$ cat config.mk
export PLATFORM = sky130hd
export DESIGN_NAME = bus_arbiter
export DESIGN_NICKNAME = d
export VERILOG_FILES = /design/src/rtl/bus_arbiter_pkg.sv /design/src/rtl/bus_arbiter_rr_pick.sv /design/src/rtl/bus_arbiter.sv
export SDC_FILE = /design/constraint.sdc
export NUM_CORES = 1
export LEC_CHECK = 0
export ABC_AREA = 1
export BUFFER_PORTS_ARGS = -buffer_cell sky130_fd_sc_hd__clkbuf_2
export CAP_MARGIN = 20
export CORE_AREA = 4 4 189 191
export DETAILED_ROUTE_END_ITERATION = 6
export DIE_AREA = 0 0 193 195
export GPL_ROUTABILITY_DRIVEN = 0
export HOLD_SLACK_MARGIN = 0.15
export PLACE_DENSITY = 0.42
export SYNTH_ARGS = -nofsm -noshare
export SYNTH_HDL_FRONTEND = slang
export SYNTH_SLANG_ARGS = --single-unit
$ cat constraint.sdc
create_clock -name clk_i -period 1.5 [get_ports clk_i]
set_input_delay 0.225 -clock clk_i [delete_from_list [all_inputs] [get_ports clk_i]]
set_output_delay 0.225 -clock clk_i [all_outputs]
set_load 0.05 [all_outputs]
$ cat src/rtl/bus_arbiter_pkg.sv
// Shared definitions for the round-robin bus arbiter: bus widths, the clock
// bundle, the FSM state encoding and the round-robin index helpers.
package bus_arbiter_pkg;

  localparam int N_MASTERS_DEF = 4;
  localparam int ADDR_W        = 32;
  localparam int DATA_W        = 32;
  localparam int MASK_W        = 4;
  localparam int RR_IDX_W      = $clog2(N_MASTERS_DEF);

  typedef logic [MASK_W-1:0]   byte_mask_t;
  typedef logic [RR_IDX_W-1:0] rr_idx_t;

  // Only base clocks the arbiter; rst is the asynchronous active-high reset.
  typedef struct packed {
    logic base;
    logic rst;
  } clock_t;

  typedef enum logic {
    ST_IDLE = 1'b0,
    ST_BUSY = 1'b1
  } arb_state_t;

  // Candidate visited at step k of a round-robin search that starts after last.
  function automatic int rr_next(input int last, input int k, input int n);
    return (last + k) % n;
  endfunction

endpackage

$ cat src/rtl/bus_arbiter_rr_pick.sv
// Combinational round-robin search: returns the first requester found at
// last_grant+1, last_grant+2, ... modulo N, and whether any requester exists.
module rr_pick
  import bus_arbiter_pkg::*;
#(
  parameter int N     = N_MASTERS_DEF,
  parameter int IDX_W = $clog2(N)
) (
  input  logic [N-1:0]     req_i,
  input  logic [IDX_W-1:0] last_grant_i,
  output logic [IDX_W-1:0] idx_o,
  output logic             found_o
);

  logic [IDX_W-1:0] cand;

  // NOTE: every signal written here gets a default first, so no path through
  // the loop can leave one unassigned and infer a latch.
  always_comb begin
    idx_o   = '0;
    found_o = 1'b0;
    cand    = '0;
    for (int k = 1; k <= N; k++) begin
      cand = IDX_W'(rr_next(int'(last_grant_i), k, N));
      if (!found_o && req_i[cand]) begin
        idx_o   = cand;
        found_o = 1'b1;
      end
    end
  end

endmodule

$ cat src/rtl/bus_arbiter.sv
// N-master to single-slave bus arbiter: one IDLE arbitration cycle, then the
// winning master is connected straight through to the slave until it completes.
module bus_arbiter
  import bus_arbiter_pkg::*;
#(
  parameter int N_MASTERS = N_MASTERS_DEF,
  parameter int IDX_W     = $clog2(N_MASTERS)
) (
  input  clock_t                               clk_i,
  input  logic       [N_MASTERS-1:0][ADDR_W-1:0] m_address_i,
  input  logic       [N_MASTERS-1:0]             m_read_i,
  input  logic       [N_MASTERS-1:0]             m_write_i,
  input  logic       [N_MASTERS-1:0][DATA_W-1:0] m_data_wr_i,
  input  byte_mask_t [N_MASTERS-1:0]             m_mask_i,
  output logic       [N_MASTERS-1:0]             m_stall_o,
  output logic       [DATA_W-1:0]                m_data_rd_o,
  output logic       [DATA_W-1:0]                m_data_rd_2_o,
  output logic       [ADDR_W-1:0]                s_address_o,
  output logic       [DATA_W-1:0]                s_data_wr_o,
  output logic                                   s_read_o,
  output logic                                   s_write_o,
  output byte_mask_t                             s_mask_o,
  input  logic                                   s_stall_i,
  input  logic       [DATA_W-1:0]                s_data_rd_i,
  input  logic       [DATA_W-1:0]                s_data_rd_2_i,
  output logic                                   grant_valid_o,
  output logic       [IDX_W-1:0]                 grant_idx_o
);

  logic clk;
  logic rst;
  assign clk = clk_i.base;
  assign rst = clk_i.rst;

  logic [N_MASTERS-1:0] req;
  assign req = m_read_i | m_write_i;

  arb_state_t       state_q, state_d;
  logic [IDX_W-1:0] grant_q, grant_d;
  logic [IDX_W-1:0] last_grant_q, last_grant_d;
  logic [IDX_W-1:0] pick_idx;
  logic             pick_found;

  rr_pick #(
    .N     (N_MASTERS),
    .IDX_W (IDX_W)
  ) u_rr_pick (
    .req_i        (req),
    .last_grant_i (last_grant_q),
    .idx_o        (pick_idx),
    .found_o      (pick_found)
  );

  // Read data is broadcast; only the granted master acts on it.
  assign m_data_rd_o   = s_data_rd_i;
  assign m_data_rd_2_o = s_data_rd_2_i;

  always_comb begin
    state_d      = state_q;
    grant_d      = grant_q;
    last_grant_d = last_grant_q;
    unique case (state_q)
      ST_IDLE: begin
        if (pick_found) begin
          grant_d = pick_idx;
          state_d = ST_BUSY;
        end
      end
      ST_BUSY: begin
        if (!req[grant_q]) begin
          // Master withdrew: abort without moving the round-robin pointer.
          grant_d = '0;
          state_d = ST_IDLE;
        end else if (!s_stall_i) begin
          last_grant_d = grant_q;
          grant_d      = '0;
          state_d      = ST_IDLE;
        end
      end
      default: state_d = ST_IDLE;
    endcase
  end

  // A withdrawn master has both strobes low, so passing its signals through
  // during the abort cycle presents no strobe to the slave.
  always_comb begin
    m_stall_o     = req;
    s_address_o   = '0;
    s_data_wr_o   = '0;
    s_read_o      = 1'b0;
    s_write_o     = 1'b0;
    s_mask_o      = '0;
    grant_valid_o = 1'b0;
    grant_idx_o   = '0;
    if (state_q == ST_BUSY) begin
      m_stall_o[grant_q] = s_stall_i;
      s_address_o        = m_address_i[grant_q];
      s_data_wr_o        = m_data_wr_i[grant_q];
      s_read_o           = m_read_i[grant_q];
      s_write_o          = m_write_i[grant_q];
      s_mask_o           = m_mask_i[grant_q];
      grant_valid_o      = 1'b1;
      grant_idx_o        = grant_q;
    end
  end

  // NOTE: state registers use non-blocking assignments so every flop samples
  // pre-edge values regardless of process evaluation order.
  always_ff @(posedge clk or posedge rst) begin
    if (rst) begin
      state_q      <= ST_IDLE;
      grant_q      <= '0;
      last_grant_q <= IDX_W'(N_MASTERS - 1);
    end else begin
      state_q      <= state_d;
      grant_q      <= grant_d;
      last_grant_q <= last_grant_d;
    end
  end

endmodule
==> run_results.csv, run 1 <==
group,metric,value,unit
die,die_h,195,um
timing,setup_viol,79,
synthesis,synth_edf_count,0,
setup_path,slowest_stage,"dfrtp_4",
place,portBuffers,358,
synthesis,synth_top_family_by_area,"simple AND/OR/NAND/NOR gates",
final_layout,antenna_cells,0,
final_layout,multiInputGateArea,3730,um2
timing,slew_headroom,80.9,%
die,core,34100,um2
global_route,overflow,0,
timing,hold_slack,0.441,ns
synthesis,synth_compound_gate_area_share,32.9,%
synthesis,synth_seq_cells,5,
setup_path,cp_common_cell,"buf_12",
status,status,"complete, but fails checks",
final_layout,area_growth,183,%
hold_path,hold_class,"in -> reg",
route,ant_nets,0,
synthesis,yosys.area_share.simple,37.3,%
synthesis,synth_cells,509,
global_route,grt_pass1_wl,34600,um
final_layout,fill_cells,3696,
synthesis,yosysSeqAreaShare,4.12,%
timing,worst_pin_slew,0.286,ns
synthesis,netlist_area,3100,um2
clock_tree,clk-insertion-delay-late,0.23,ns
route,drt-initial-drc-count,157,
synthesis,syn-num-nets,856,
timing,final-max-slew-violation-count,0,
power,power,0.0226,W
timing,rsz0062_at_grt,"true",
timing,fin_crit,2.02,ns
setup_path,path_max_fanout,15,
place,dpl.hpwl,18800,um
synthesis,synth_cell_types,28,
power,vdd_ir_drop_max,0.988,mV
route,dr.pass1.iters,4,
timing,fin_crit_sh,135,%
status,violations,"negative setup slack",
global_route,grt_start_max_net_pins,44,
global_route,grt_use_total,12.2,%
final_layout,register_area,136,um2
synthesis,synthAdderAreaFrac,0,%
die,rows,68,
global_route,antenna_found_initial,0,
synthesis,synth.area.mux_share,0,%
synthesis,async_reset_ff_share,100,%
clock_tree,clk_pin_slew_worst_paths,0.03,ns
die,io_pins,488,
setup_path,path_cells,"nand2_2 -> clkinv_4 -> buf_12 -> buf_16 -> a22oi_2 -> a31oi_4 -> buf_12",
power,power_density,2590,nW/um2
setup_path,cp_data_arrival_time,1.79,ns
clock_tree,cts_hold_buf,0,
timing,setup_ws,-0.519,ns
synthesis,syn_avg_cell_area,6.08,um2
route,wirelength,25600,um
clock_tree,cts_tree,"built",
route,vias,5404,
die,die_w,193,um
route,wire_per_inst,19.6,um
final_layout,layout-drive-gt1-share,77.6,%
setup_path,worst-setup-path-type,"reg -> out",
setup_path,critPathMaxStageDelay,0.50,ns
timing,finalClockSkew,0.00220,ns
die,die-area,37600,um2
setup_path,endpoint_kind,"primary output",
route,viasPerCell,4.13,
timing,hold_viol,0,
setup_path,start_kind,"flop",
setup_path,required,1.27,ns
synthesis,yosys_most_used_dff,"dfrtp_1",
power,leakagePower,3.42,nW
synthesis,yosys_warnings,0,
route,drcViolationCount,0,
final_layout,nets,1199,
job,max-cap-violations,0,
die,start_util,9.08,%
timing,max_freq,495,MHz
global_route,grt_pass1_vias,5761,
synthesis,synth-xor-area-share,0,%
[report_power, final]
| group | switching [W] | internal (W) | total, W |
|---|---|---|---|
| registers | 0.000114 | 0.000230 | 0.000344 |
| logic | 0.0118 | 0.00957 | 0.0214 |
| clock network | 0.000215 | 0.000717 | 0.000931 |
| total | 0.0121 | 0.0105 | 0.0226 |
[kinds of logic after synthesis]
kind of cell / Yosys count
compound gates: 150
simple gates: 222
buf+inv: 132
flops: 5
[per-stage QoR]
stage          worst slack [ns]  util, %  TNS, ns  cells  area [um2]
2_1_floorplan            -0.254        -    -6.92    509        4590
3_3_place_gp             -0.373     21.1   -22.86   1251        7180
3_5_place_dp             -0.402     21.1   -24.60   1251        7180
4_1_cts                  -0.549     24.6   -34.36   1287        8400
5_1_grt                  -0.566     25.6   -38.20   1307        8750
6_report                 -0.519     25.6   -33.99   1307        8750
[synthesized netlist by cell type, types with 2 or more instances]
master    count  share of area [%]
buf_4        69                 17
nor2_2        2               0.40
a22oi_1      70                 17
nand3_1     148                 24
buf_1         2               0.24
nor2_4        3                1.1
dfrtp_1       3                2.4
dfstp_2       2                1.7
nand2_4       4                1.5
inv_1         7               0.85
nand3_2       3               0.97
nor2_1        6               0.73
inv_2         5               0.61
o21ai_1       3               0.48
o21ai_0       4               0.65
nand2_1      42                5.1
nand4_1       3               0.61
a31oi_1      70                 14
buf_2        22                3.6
nand2_2       9                1.8
clkbuf_1     25                3.0
[critical path, delay by kind of cell (launching register included)]
kind / cells / cell delay [ns]
flip-flops: 1 / 0.50
AO/OA/AOI/OAI: 2 / 0.40
buffers and inverters: 4 / 0.54
AND/OR/NAND/NOR: 1 / 0.11
[state kept, by name, indices dropped and copies added (netlist names)]
name and cells:
grant_q 2, last_grant_q 2, state_q 1
[placed cells by master (no fill, tap or decap), types with 7 or more instances in the layout]
cell and n:
inv_1 10, buf_6 11, buf_16 7, buf_12 68
a22oi_2 67, nand3_2 15, buf_8 33, nand2_1 34
nand3_1 134, clkbuf_16 9, nand2_2 14, a31oi_4 70
buf_4 43, clkbuf_2 282
[path summary, 6_finish.rpt]
| path | startpoint | to | slack (ns) | cells after the start |
|---|---|---|---|---|
| setup / recovery | grant_q[0] | s_address_o[17] | -0.52 | 7 |
| hold reg to reg | last_grant_q[1] | last_grant_q[1] | 0.51 | 2 |
| min in group asynchronous | clk_i[0] | state_q | 0.52 | 3 |
| setup reg to reg | grant_q[0] | grant_q[0] | -0.16 | 10 |
| max in group asynchronous | clk_i[0] | last_grant_q[0] | 0.80 | 3 |
| hold / removal | s_stall_i | last_grant_q[0] | 0.44 | 4 |
[final cells by class]
type / instances / area share (%)
inverter: 12 / 0.829
clock buffer: 7 / 1.76
multi-input combinational: 372 / 42.7
timing repair buffer: 450 / 46.4
clock inverter: 6 / 0.257
tap: 455 / 6.51
sequential: 5 / 1.56
[layer usage]
| metal | global-route usage, % | wire, um |
|---|---|---|
| met4 | 4.43 | 828 |
| met1 | 12.9 | 9280 |
| met5 | 0 | 0 |
| met2 | 23.1 | 13400 |
| met3 | 3.07 | 2120 |
[timing repair]
item                                    4_1_cts  5_1_grt
cloned                                        7        3
endpoints found under the setup margin       81       81
setup buffers                                17       17
endpoints found under the hold margin         0        0
resized for setup                           163       48
pin swaps                                    24       29
Note: power is estimated with default switching activity, not from simulation.
==> inputs of run 2 (changes only) <==
CORE_AREA = 4 4 188 190   (was 4 4 189 191)
DIE_AREA = 0 0 192 194   (was 0 0 193 195)
PLACE_DENSITY = 0.43   (was 0.42)
clock period = 1.74 ns   (was 1.5 ns; I/O delays follow)
==> run_results.csv, run 2 (synthesis gave the netlist of run 1 again) <==
group,metric,value,unit
timing,slew_headroom,59.3,%
final_layout,nets,1190,
final_layout,antenna_cells,0,
route,vias,5415,
route,dr_wl_met3,2230,um
route,wirelength,24700,um
final_layout,area_growth,159,%
timing,rsz0062_at_grt,"true",
setup_path,worst-setup-path-type,"reg -> out",
timing,fin_crit,2.02,ns
timing,setup_ws,-0.278,ns
power,power,0.0180,W
setup_path,path_max_fanout,14,
die,core,33400,um2
timing,final-max-slew-violation-count,0,
setup_path,endpoint_kind,"primary output",
global_route,grt_pass1_vias,5710,
die,io_pins,488,
die,rows,67,
route,wl_met2,12500,um
route,wl_met1,8990,um
timing,worst_pin_slew,0.611,ns
final_layout,final_common_cell,"clkbuf_2",
final_layout,layout-drive-gt1-share,72.0,%
global_route,overflow,0,
route,top_layer,"met4",
global_route,grt_pass1_wl,33400,um
timing,setup_viol,75,
setup_path,required,1.48,ns
route,wire_per_inst,19.1,um
global_route,antenna_found_initial,0,
final_layout,fill_cells,3675,
route,drt-initial-drc-count,190,
timing,hold_viol,0,
timing,fin_crit_sh,116,%
status,violations,"negative setup slack",
die,die-area,37200,um2
global_route,grt_use_total,11.6,%
timing,finalClockSkew,0.000637,ns
setup_path,start_kind,"flop",
die,die_w,192,um
route,ant_nets,0,
power,power_density,2240,nW/um2
final_layout,final_cell_mix,"282 x clkbuf_2, 125 x nand3_1, 75 x buf_12, 43 x buf_4, 38 x nand2_1",
hold_path,hold_class,"in -> reg",
route,viasPerCell,4.19,
power,leakagePower,3.33,nW
timing,totalNegativeSetupSlack,-15.24,ns
global_route,grt_start_max_net_pins,44,
status,status,"complete, but fails checks",
route,dr.pass1.iters,4,
setup_path,cp_data_arrival_time,1.76,ns
die,start_util,9.26,%
clock_tree,cts_tree,"built",
setup_path,r2r_slack,0.11,ns
route,drcViolationCount,0,
final_layout,reg_top3,"grant_q (2), last_grant_q (2), state_q (1)",
power,vdd_ir_drop_max,0.767,mV
clock_tree,clk-insertion-delay-late,0.23,ns
clock_tree,clk_pin_slew_worst_paths,0.03,ns
place,dpl.hpwl,17700,um
place,portBuffers,358,
die,die_h,194,um
timing,max_freq,496,MHz
job,max-cap-violations,0,
run 2: final timing paths:
path	from	endpoint	cells after the start
setup / recovery	grant_q[1]	s_address_o[28]	8
hold / removal	s_stall_i	state_q	3
setup reg to reg	grant_q[1]	grant_q[1]	11
hold reg to reg	last_grant_q[1]	last_grant_q[1]	2
max in group asynchronous	clk_i[0]	last_grant_q[0]	3
min in group asynchronous	clk_i[0]	grant_q[0]	3
run 2: worst max-delay path, cell delays in order (launching register included):
cell and delay, ns:
dfrtp_4 0.50, inv_6 0.10, nand2_4 0.06, inv_8 0.09, buf_12 0.15, buf_4 0.15
a22oi_1 0.08, a31oi_1 0.16, clkbuf_8 0.21
run 2: final cells by class:
type	instances	area (um2)	share of cell area [%]
clock inverters	6	22.5	0.281
flip-flops and latches	5	136	1.70
multi-input cells	372	3060	38.3
well taps	448	561	7.00
inverters	12	81.3	1.02
repair buffers	441	3990	49.8
clock buffers	7	154	1.92
run 2: metal layers:
| layer | track usage (%) | vias up |
|---|---|---|
| met1 | 12.5 | 2534 |
| met4 | 4.65 | 0 |
| met5 | 0 | - |
| met3 | 3.98 | 68 |
| met2 | 20.5 | 285 |
| li1 | - | 2528 |
run 2: stage by stage:
step	cells	util [%]	setup WS [ns]	instance area (um2)	hold slack [ns]
finish	1291	23.9	-0.278	8010	0.439
global route	1291	23.9	-0.327	8010	0.466
CTS	1273	22.1	-0.306	7380	0.450
detailed placement	1245	19.0	-0.164	6350	0.522
global placement	1245	19.0	-0.141	6350	0.521
floorplan	509	-	-0.396	3300	0.438
run 2: report_power, final:
group          switching (W)  internal (W)
logic                0.00931       0.00752
registers           0.000107      0.000197
clock network       0.000197      0.000618
total                0.00962       0.00834
run 2: what timing repair did:
item	in CTS	in global routing
cloned	7	5
setup buffers	9	16
gates resized for setup	119	81
hold buffers	0	0
pin swaps	15	41
endpoints found under the setup margin	74	77
==> inputs of run 3 (changes only) <==
CORE_AREA = 2 2 191 193   (was 4 4 188 190)
DIE_AREA = 0 0 193 195   (was 0 0 192 194)
PLACE_DENSITY = 0.42   (was 0.43)
REMOVE_ABC_BUFFERS = 1   (was unset)
SLEW_MARGIN = 20   (was unset)
==> run_results.csv, run 3 (synthesis gave the netlist of run 1 again) <==
group,metric,value,unit
clock_tree,clk_pin_slew_worst_paths,0.04,ns
power,vdd_ir_drop_max,0.924,mV
final_layout,final_cells,1280,
timing,rsz0062_at_grt,"true",
setup_path,path_max_fanout,13,
status,status,"complete, but fails checks",
route,dr.pass1.iters,5,
final_layout,fill_cells,3970,
route,drcViolationCount,0,
timing,totalNegativeSetupSlack,-18.17,ns
job,max-cap-violations,0,
die,io_pins,488,
clock_tree,clk-insertion-delay-late,0.23,ns
setup_path,crit_end,"s_mask_o[2]",
final_layout,reg_top3,"grant_q (2), last_grant_q (2), state_q (1)",
clock_tree,cts_tree,"built",
setup_path,rr_worst_depth,14,
power,leakagePower,3.08,nW
die,die_h,195,um
global_route,antenna_found_initial,1,
global_route,top_usage_layer,"met2",
place,dpl_cell_area,5810,um2
setup_path,startpoint,"grant_q[1]",
global_route,grt_pass1_wl,35500,um
timing,final-max-slew-violation-count,0,
hold_path,hold_class,"in -> reg",
setup_path,r2r_slack,0.02,ns
place,portBuffers,358,
final_layout,nets,1166,
setup_path,worst-setup-path-type,"reg -> out",
timing,worst_pin_slew,0.315,ns
setup_path,endpoint_kind,"primary output",
route,wire_per_inst,20.8,um
final_layout,final_cell_mix,"283 x clkbuf_2, 148 x nand3_1, 50 x buf_12, 42 x a31oi_1, 40 x a22oi_2",
timing,max_freq,487,MHz
route,ant_nets,0,
final_layout,layout-drive-gt1-share,65.3,%
timing,fin_crit_sh,118,%
route,viasPerCell,4.32,
setup_path,timing.rr.end,"grant_q[0]",
final_layout,final_area,7120,um2
global_route,use_met3,9.45,%
final_layout,antenna_cells,0,
power,power,0.0159,W
route,vias,5533,
die,core,35400,um2
die,die_w,193,um
global_route,grt_use_total,13.1,%
timing,hold_slack,0.472,ns
die,rows,69,
status,violations,"negative setup slack",
place,dpl.hpwl,20400,um
final_layout,final_common_cell,"clkbuf_2",
final_layout,area_growth,130,%
die,die-area,37600,um2
global_route,grt_start_max_net_pins,42,
timing,fin_crit,2.05,ns
global_route,met1_usage,14.1,%
clock_tree,cts_hold_buf,0,
global_route,grt_pass1_vias,5466,
setup_path,start_kind,"flop",
timing,hold_viol,0,
setup_path,required,1.48,ns
route,wirelength,26600,um
global_route,met2_usage,19.9,%
global_route,overflow,0,
setup_path,cp_data_arrival_time,1.79,ns
setup_path,worstReg2RegStart,"grant_q[1]",
timing,finalClockSkew,0.000328,ns
route,drt-initial-drc-count,247,
die,start_util,8.75,%
place,dp.cells,1251,
timing,setup_ws,-0.312,ns
timing,slew_headroom,79.1,%
timing,setup_viol,75,
power,power_density,2240,nW/um2
run 3: cell count changes in the layout (fill, tap and decap cells not counted), moves of 19 or more:
cell,change
nand3_1,+23
a31oi_4,-19
a31oi_1,+28
clkbuf_8,+24
buf_12,-25
nand3_2,-23
run 3: layout make-up:
cell class | instances | area (um2) | area share (%)
Clock buffer | 7 | 154 | 2.16
Clock inverter | 6 | 22.5 | 0.316
Inverter | 12 | 60.1 | 0.844
Multi-Input combinational cell | 372 | 2600 | 36.5
Sequential cell | 5 | 135 | 1.90
Tap cell | 461 | 577 | 8.10
Timing Repair Buffer | 417 | 3570 | 50.1
run 3: critical path: stages (launching register included):
cell,delay (ns)
dfrtp_4,0.50
inv_4,0.08
nand2_4,0.05
inv_4,0.07
buf_12,0.15
buf_16,0.16
a22oi_1,0.10
a31oi_1,0.14
bufbuf_16,0.30
run 3: worst min path at each step:
| stage | slack [ns] | cells after the start | end | startpoint |
|---|---|---|---|---|
| CTS | 0.43 | 3 | state_q | s_stall_i |
| finish | 0.47 | 4 | last_grant_q[1] | s_stall_i |
| global placement | 0.51 | 2 | last_grant_q[1] | last_grant_q[1] |
| floorplan | 0.44 | 2 | state_q | s_stall_i |
| global route | 0.49 | 4 | last_grant_q[1] | s_stall_i |
| detailed placement | 0.52 | 2 | last_grant_q[1] | last_grant_q[1] |
run 3: through the flow:
stage          worst slack (ns)  utilization (%)
3_5_place_dp             -0.134             16.4
4_1_cts                  -0.338             19.3
2_1_floorplan             -2.69                -
6_report                 -0.312             20.1
3_3_place_gp            -0.0954             16.4
5_1_grt                  -0.383             20.1
run 3: timing repair:
item | 4_1_cts | 5_1_grt
gates resized for setup | 128 | 51
buffers inserted | 10 | 2
pin swaps | 14 | 20
cloned | 5 | 1
setup endpoints to repair | 75 | 77
run 3: where the power goes:
| group | internal, W | switching (W) |
|---|---|---|
| registers | 0.000194 | 0.000109 |
| logic | 0.00639 | 0.00843 |
| clock network | 0.000620 | 0.000208 |
| total | 0.00720 | 0.00874 |
run 3: metal layers:
| layer | vias up | wire length (um) |
|---|---|---|
| li1 | 2475 | - |
| met1 | 2569 | 9820 |
| met2 | 418 | 11700 |
| met3 | 59 | 4040 |
| met4 | 12 | 615 |
| met5 | - | 431 |
